## config.mk

```make
export PLATFORM = sky130hd
export DESIGN_NAME = block_accumulator
export DESIGN_NICKNAME = d
export VERILOG_FILES = /design/src/rtl/block_accumulator.sv
export SDC_FILE = /design/constraint.sdc
export NUM_CORES = 1
export LEC_CHECK = 0
export CORE_MARGIN = 4
export CORE_UTILIZATION = 28
export CTS_CLUSTER_DIAMETER = 120
export DETAILED_ROUTE_END_ITERATION = 8
export HOLD_SLACK_MARGIN = 0.08
export PLACE_DENSITY = 0.57
export SYNTH_ARGS = -nofsm -noshare
export SYNTH_HDL_FRONTEND = slang
export SYNTH_SLANG_ARGS = --single-unit
export TNS_END_PERCENT = 100
```

## constraint.sdc

```tcl
create_clock -name clk -period 2.35 [get_ports clk]
set_input_delay 0.235 -clock clk [delete_from_list [all_inputs] [get_ports clk]]
set_output_delay 0.235 -clock clk [all_outputs]
set_load 0.03 [all_outputs]
```

## src/rtl/block_accumulator.sv

```systemverilog
// Block accumulator: sums BLOCK_LEN signed 16-bit samples per result word, driving an external adder.
// Optional clamp-on-overflow arithmetic is selected with `define BLOCK_ACC_SAT_EN (default: modulo wrap).
module block_accumulator #(
  parameter int unsigned BLOCK_LEN = 8,
  parameter int unsigned CNT_W     = 16
) (
  input  logic        clk,
  input  logic        rst_n,
  input  logic        flush,
  input  logic        in_valid,
  output logic        in_ready,
  input  logic [15:0] in_data,
  output logic [15:0] adder_a,
  output logic [15:0] adder_b,
  output logic        adder_cin,
  input  logic [15:0] adder_sum,
  input  logic        adder_cout,
  output logic        out_valid,
  input  logic        out_ready,
  output logic [15:0] out_data,
  output logic        ovf_flag
);

  typedef enum logic {
    ACCUM = 1'b0,
    HOLD  = 1'b1
  } state_t;

  localparam logic [CNT_W-1:0] LAST_IDX = CNT_W'(BLOCK_LEN - 1);

  state_t           state, state_nxt;
  logic [15:0]      acc, acc_nxt;
  logic [CNT_W-1:0] cnt, cnt_nxt;
  logic [15:0]      out_data_nxt;
  logic             out_valid_nxt;
  logic             ovf_flag_nxt;
  logic             accept;
  logic             ovf;
  logic [15:0]      next;
  logic             unused_cout;

  // The adder's carry-out carries no meaning for signed data.
  assign unused_cout = adder_cout;

  assign in_ready  = (state == ACCUM);
  assign accept    = in_valid & in_ready;
  assign adder_a   = acc;
  assign adder_b   = in_data;
  assign adder_cin = 1'b0;

  // Signed overflow: both operands share a sign the result does not.
  assign ovf = (acc[15] == in_data[15]) & (adder_sum[15] != acc[15]);

`ifdef BLOCK_ACC_SAT_EN
  logic [15:0] sat_val;
  assign sat_val = acc[15] ? 16'h8000 : 16'h7FFF;
  assign next    = ovf ? sat_val : adder_sum;
`else
  assign next = adder_sum;
`endif

  always_comb begin
    // NOTE: every output of this block gets a default first so no path leaves one unassigned (no latches).
    state_nxt     = state;
    acc_nxt       = acc;
    cnt_nxt       = cnt;
    out_data_nxt  = out_data;
    out_valid_nxt = out_valid;
    ovf_flag_nxt  = ovf_flag;

    if (flush) begin
      // Abandon everything, including a result still waiting in HOLD.
      state_nxt     = ACCUM;
      acc_nxt       = '0;
      cnt_nxt       = '0;
      out_valid_nxt = 1'b0;
      ovf_flag_nxt  = 1'b0;
    end else begin
      case (state)
        ACCUM: begin
          if (accept) begin
            ovf_flag_nxt = ovf_flag | ovf;
            if (cnt == LAST_IDX) begin
              out_data_nxt  = next;
              out_valid_nxt = 1'b1;
              acc_nxt       = '0;
              cnt_nxt       = '0;
              state_nxt     = HOLD;
            end else begin
              acc_nxt = next;
              cnt_nxt = cnt + 1'b1;
            end
          end
        end
        HOLD: begin
          if (out_ready) begin
            out_valid_nxt = 1'b0;
            ovf_flag_nxt  = 1'b0;
            state_nxt     = ACCUM;
          end
        end
        default: state_nxt = ACCUM;
      endcase
    end
  end

  always_ff @(posedge clk) begin
    // NOTE: registered state uses non-blocking assignments so all flops update from pre-edge values.
    if (!rst_n) begin
      state     <= ACCUM;
      acc       <= '0;
      cnt       <= '0;
      out_data  <= '0;
      out_valid <= 1'b0;
      ovf_flag  <= 1'b0;
    end else begin
      state     <= state_nxt;
      acc       <= acc_nxt;
      cnt       <= cnt_nxt;
      out_data  <= out_data_nxt;
      out_valid <= out_valid_nxt;
      ovf_flag  <= ovf_flag_nxt;
    end
  end

endmodule

```

# After elaboration in Yosys (flattened, before gate mapping)
# Index checks and enable logic that the tools add are counted.
[classes]
n_addsub = 1
n_mul = 0
div_mod_pow = 0
order_cmp = 0
eq_ne = 6
shift = 0
mux = 12
bitwise = 6
reduce_logical = 5
[op_table]
columns = ["op", "n"]
rows = [
  ["16-bit two-way mux", 2],
  ["16-bit by 1-bit adder with 16-bit output, second input constant", 1],
  ["16-bit by 3-bit equality test with 1-bit output, second input constant", 1],
  ["1-bit two-way mux", 7],
  ["1-bit case mux with 2 select lines", 3],
  ["2-bit by 1-bit inequality test with 1-bit output, second input constant", 2],
  ["2-bit AND reduction", 2],
  ["4-bit AND reduction", 1],
  ["1-bit inverter", 3],
  ["3-bit AND reduction", 1],
  ["1-bit AND", 2],
  ["2-bit inequality test, second input constant", 1],
  ["2-bit OR reduction", 1],
  ["1-bit equality test", 1],
  ["1-bit inequality test", 1],
  ["1-bit OR", 1],
]
[totals]
register_bits = 51
latchBits = 0
ram_bits = 0
romBits = 0
output_inout_bits = 52
mem_count = 0

# Depth between registers and ports, before layout
[depth]
word_depth = 5
mapped_depth = 6
mapped_depth_nobuf = 5

# Worst setup path after synthesis
# OpenSTA, ideal clock, no wires.
[synth_path]
kind = "register to register"
start = "reg cnt[7]"
end = "reg acc[10] (netlist: adder_a[10])"
setup_time_ns = 0.116
arrival_time_ns = 1.504
t_required_ns = 2.234
setup_slack_ns = 0.730
path_stages_with_launch = 6
synth_period_minus_slack_ns = 1.620
path_cell_list = "dfxtp_1 -> or4_4 -> nand4bb_4 -> o21bai_4 -> buf_6 -> a21oi_1"
[synth_via]
elab_chain_cells = 2
[synth_rtl]
columns = ["element", "line_no", "text"]
rows = [
  ["start: declaration", "33", "logic [CNT_W-1:0] cnt, cnt_nxt;"],
  ["start signal: assignment", "119", "cnt <= cnt_nxt;"],
  ["16-bit by 3-bit equality test with 1-bit output", "83", "if (cnt == LAST_IDX) begin"],
  ["16-bit two-way mux", "83", ""],
  ["end signal: assignment", "118", "acc <= acc_nxt;"],
  ["end: declaration", "32", "logic [15:0] acc, acc_nxt;"],
]
# No other way between the ends.
# A chain may end at the register's enable or synchronous reset.

# Worst setup path after layout
[layout_path]
start = "reg cnt[3]"
end = "reg out_data[14]"
[layout_via]
elab_chain_cells = 2
[layout_rtl]
columns = ["element", "line_no", "text"]
rows = [
  ["16-bit by 3-bit equality test with 1-bit output", "83", ""],
  ["4-bit AND reduction (no source line)", "n/a", ""],
  ["end signal: assignment", "120", "out_data <= out_data_nxt;"],
  ["end: declaration", "20", "output logic [15:0] out_data,"],
]
# No other way between the ends.

==> reports/metrics.cfg <==
[grt]
met3_usage_pct=2.63
globalRouteOverflowTotal=0
grt_pass1_vias=1994
grt_use_met1_pct=15.8
grt.total_usage_pct=12.1
grt_max_degree=21
grt_pass1_wl_mm=9.79
busiest_layer=met2
antenna_found_initial=0
met2_usage_pct=19.7

[final_layout]
multi_input_area_sq_mm=0.00110
num-fill-cells=865
drive_above_1_share_pct=8.41
final_util_pct=36.5
layout.nets=347
final_area_sq_mm=0.00301
area_growth_pct=25.8
antenna_cells=0
regArea_sq_mm=0.00102

[detailed_routing]
first_pass_iters=4
wl_per_cell_microns=14.3
wirelength_mm=5.92
drt_iter0_drc=86
drc_errors=0
vias_per_cell=4.77
route.vias.total=1976
antenna_left=0

[logic_synthesis]
synth.area.top_cells=dfxtp_1 (43%), nand2_1 (6.6%), nand4b_1 (6.6%)
synthArstFlopShare_pct=0
dominantRegCellSynth=dfxtp_1
synthCells=266
avgSynthCellArea_sq_um=9.00
yosys.area.top_type=dfxtp_1
synth_cell_types=40
syn_nets=305
yosysTopAreaCellShare_pct=42.6
syn-cell-area_sq_mm=0.00239
ys.warnings.count=0
ys_seq_area_share_pct=42.6
synth_edf_count=0
yosys_register_bits=51

[cts]
post_cts_buffers=0
cts_resized=0
clk_latency_ns=0.30
clk_pin_slew_ns=0.09
cts_buffers=5
cts_tree=done
cts_sinks=51
holdBufCountCts=0
clk_path_buf_depth=2
cts_root_buffer=clkbuf_8
htree_levels=2

[power_and_ir_drop]
power_uw=1530
power_density_mw_per_mm2=507
power.switching_uw=364
p_comb_share_pct=10.7
clkPwrFrac_pct=31.7
leakagePower_uw=0.000966
swShare_pct=23.9
p_int_uw=1160
seqPwrFrac_pct=57.6
vdd_drop_max_v=0.000207

[critical_path]
endpoint_kind=flop
max_stage_delay_ns=0.64
required_ns=2.58
slowest_stage=and3b_1
cp_num_buf_inv=0
crit_type=reg -> reg
critPathMaxFanout=17
cp_top_family=simple AND/OR/NAND/NOR gates
startpoint_type=flop
crit_chain=or3_4 > and3b_1 > nand4b_1 > a21boi_0
crit_arrival_ns=2.12

[sta]
finalCritPeriodShare_pct=80.5
finalHoldViolations=0
fmax_ghz=0.529
fin_tns_setup_ns=0
max-slew-margin-rel_pct=56.5
slew_violations=0
period_minus_slack_ns=1.89
rsz0062_at_grt=no
fin_skew_ns=0.00876
worst_pin_slew_ns=0.652
finalSetupViolations=0

[min_path]
hold_path.class=reg -> reg

[placed_design]
dp_hpwl_mm=4.29
gp_congestion=0.795
io_buffer_count=57
post_dp_cell_area_sq_mm=0.00293

[floorplanning]
start_util_pct=29.0
fp.coreArea_sq_mm=0.00826
num_rows=33
ios=90
die_y_microns=100
dieArea_sq_mm=0.0101
fp.dieW_microns=100

[run]
max_cap_viol_count=0

[status]
status=completed

-- routing by layer --
| metal | up-vias | part of all wire [%] |
|---|---|---|
| li1 | 979 | - |
| met1 | 928 | 46 |
| met2 | 54 | 47 |
| met3 | 15 | 5.7 |
| met4 | 0 | 1.5 |
| met5 | - | 0 |
-- registers in the layout, summed over array words and instances, names as in the netlist --
register,flops
state,1
adder_a,16
out_valid,1
cnt,16
out_data,16
ovf_flag,1
-- Yosys cell counts (all sizes together), types with 2 or more instances --
master	number
xnor2	11
clkbuf	4
dfxtp	51
nor4	6
nor3	4
buf	26
a21boi	16
inv	4
nand2	42
or4	2
nand4	3
a21oi	19
nand4b	18
nand3	3
xor2	3
o21ai	16
nand2b	3
nor2	19
-- worst paths after layout --
kind | from | endpoint | slack (ns) | cells past startpoint
worst max-delay path | cnt[3] | out_data[14] | 0.46 | 4
worst min-delay path | adder_a[7] | adder_a[7] | 0.46 | 2
worst min register to register | adder_a[7] | adder_a[7] | 0.46 | 2
worst max register to register | cnt[3] | out_data[14] | 0.46 | 4
-- worst reg2reg max path, cell delays in order (launching register included) --
cell      delay (ns)
dfxtp_1         0.39
or3_4           0.43
and3b_1         0.64
nand4b_1        0.18
a21boi_0        0.20
-- cells in the final DEF, fill, tap and decap left out, types with 2 or more instances in the layout --
cell type and instances:
nor4_1 5, nor2_1 18, nand3_1 3, nand2b_1 3, xnor2_1 11, a21oi_1 17, inv_1 4, clkdlybuf4s50_1 57
a21boi_0 6, xor2_1 3, nand4_1 3, a21oi_2 2, nand2_1 42, dfxtp_1 51, clkbuf_1 2, nor3_1 4
nand4b_1 18, a21boi_1 10, buf_4 9, clkbuf_8 5, o21ai_0 16
-- power by group through the flow --
stage	registers (uW)	clock network (uW)	logic (uW)
detailed placement	900	0	164
CTS	880	508	164
finish	879	484	163
global route	881	541	176
global placement	900	0	163
floorplan	917	0	114
-- cell type report --
type / instances / area share [%]
clock buffer: 7 / 2.53
clock inverter: 1 / 0.166
inverter: 4 / 0.499
multi-input combinational: 179 / 36.7
sequential: 51 / 33.9
tap: 105 / 4.36
timing repair buffer: 67 / 21.9
-- cells by family (layout without fill, tap and decap cells) --
kind of cell | count (synthesis) | count (layout) | synth area share [%]
simple gates | 107 | 107 | 25.7
flops | 51 | 51 | 42.6
fa+ha+maj | 1 | 1 | 0.522
buf+inv | 36 | 79 | 11.2
other cells | 1 | 1 | 0.157
xor+xnor | 14 | 14 | 5.12
compound gates | 56 | 56 | 14.7
-- stage by stage --
stage / setup WS [ns] / std cells / hold slack, ns
final: 0.459 / 414 / 0.459
after floorplan: 0.730 / 266 / 0.368
after CTS: 0.460 / 414 / 0.462
after global placement: 0.312 / 406 / 0.443
after detailed placement: 0.296 / 406 / 0.450
after global routing: 0.351 / 414 / 0.470
Note: power is estimated with default switching activity, not from simulation.
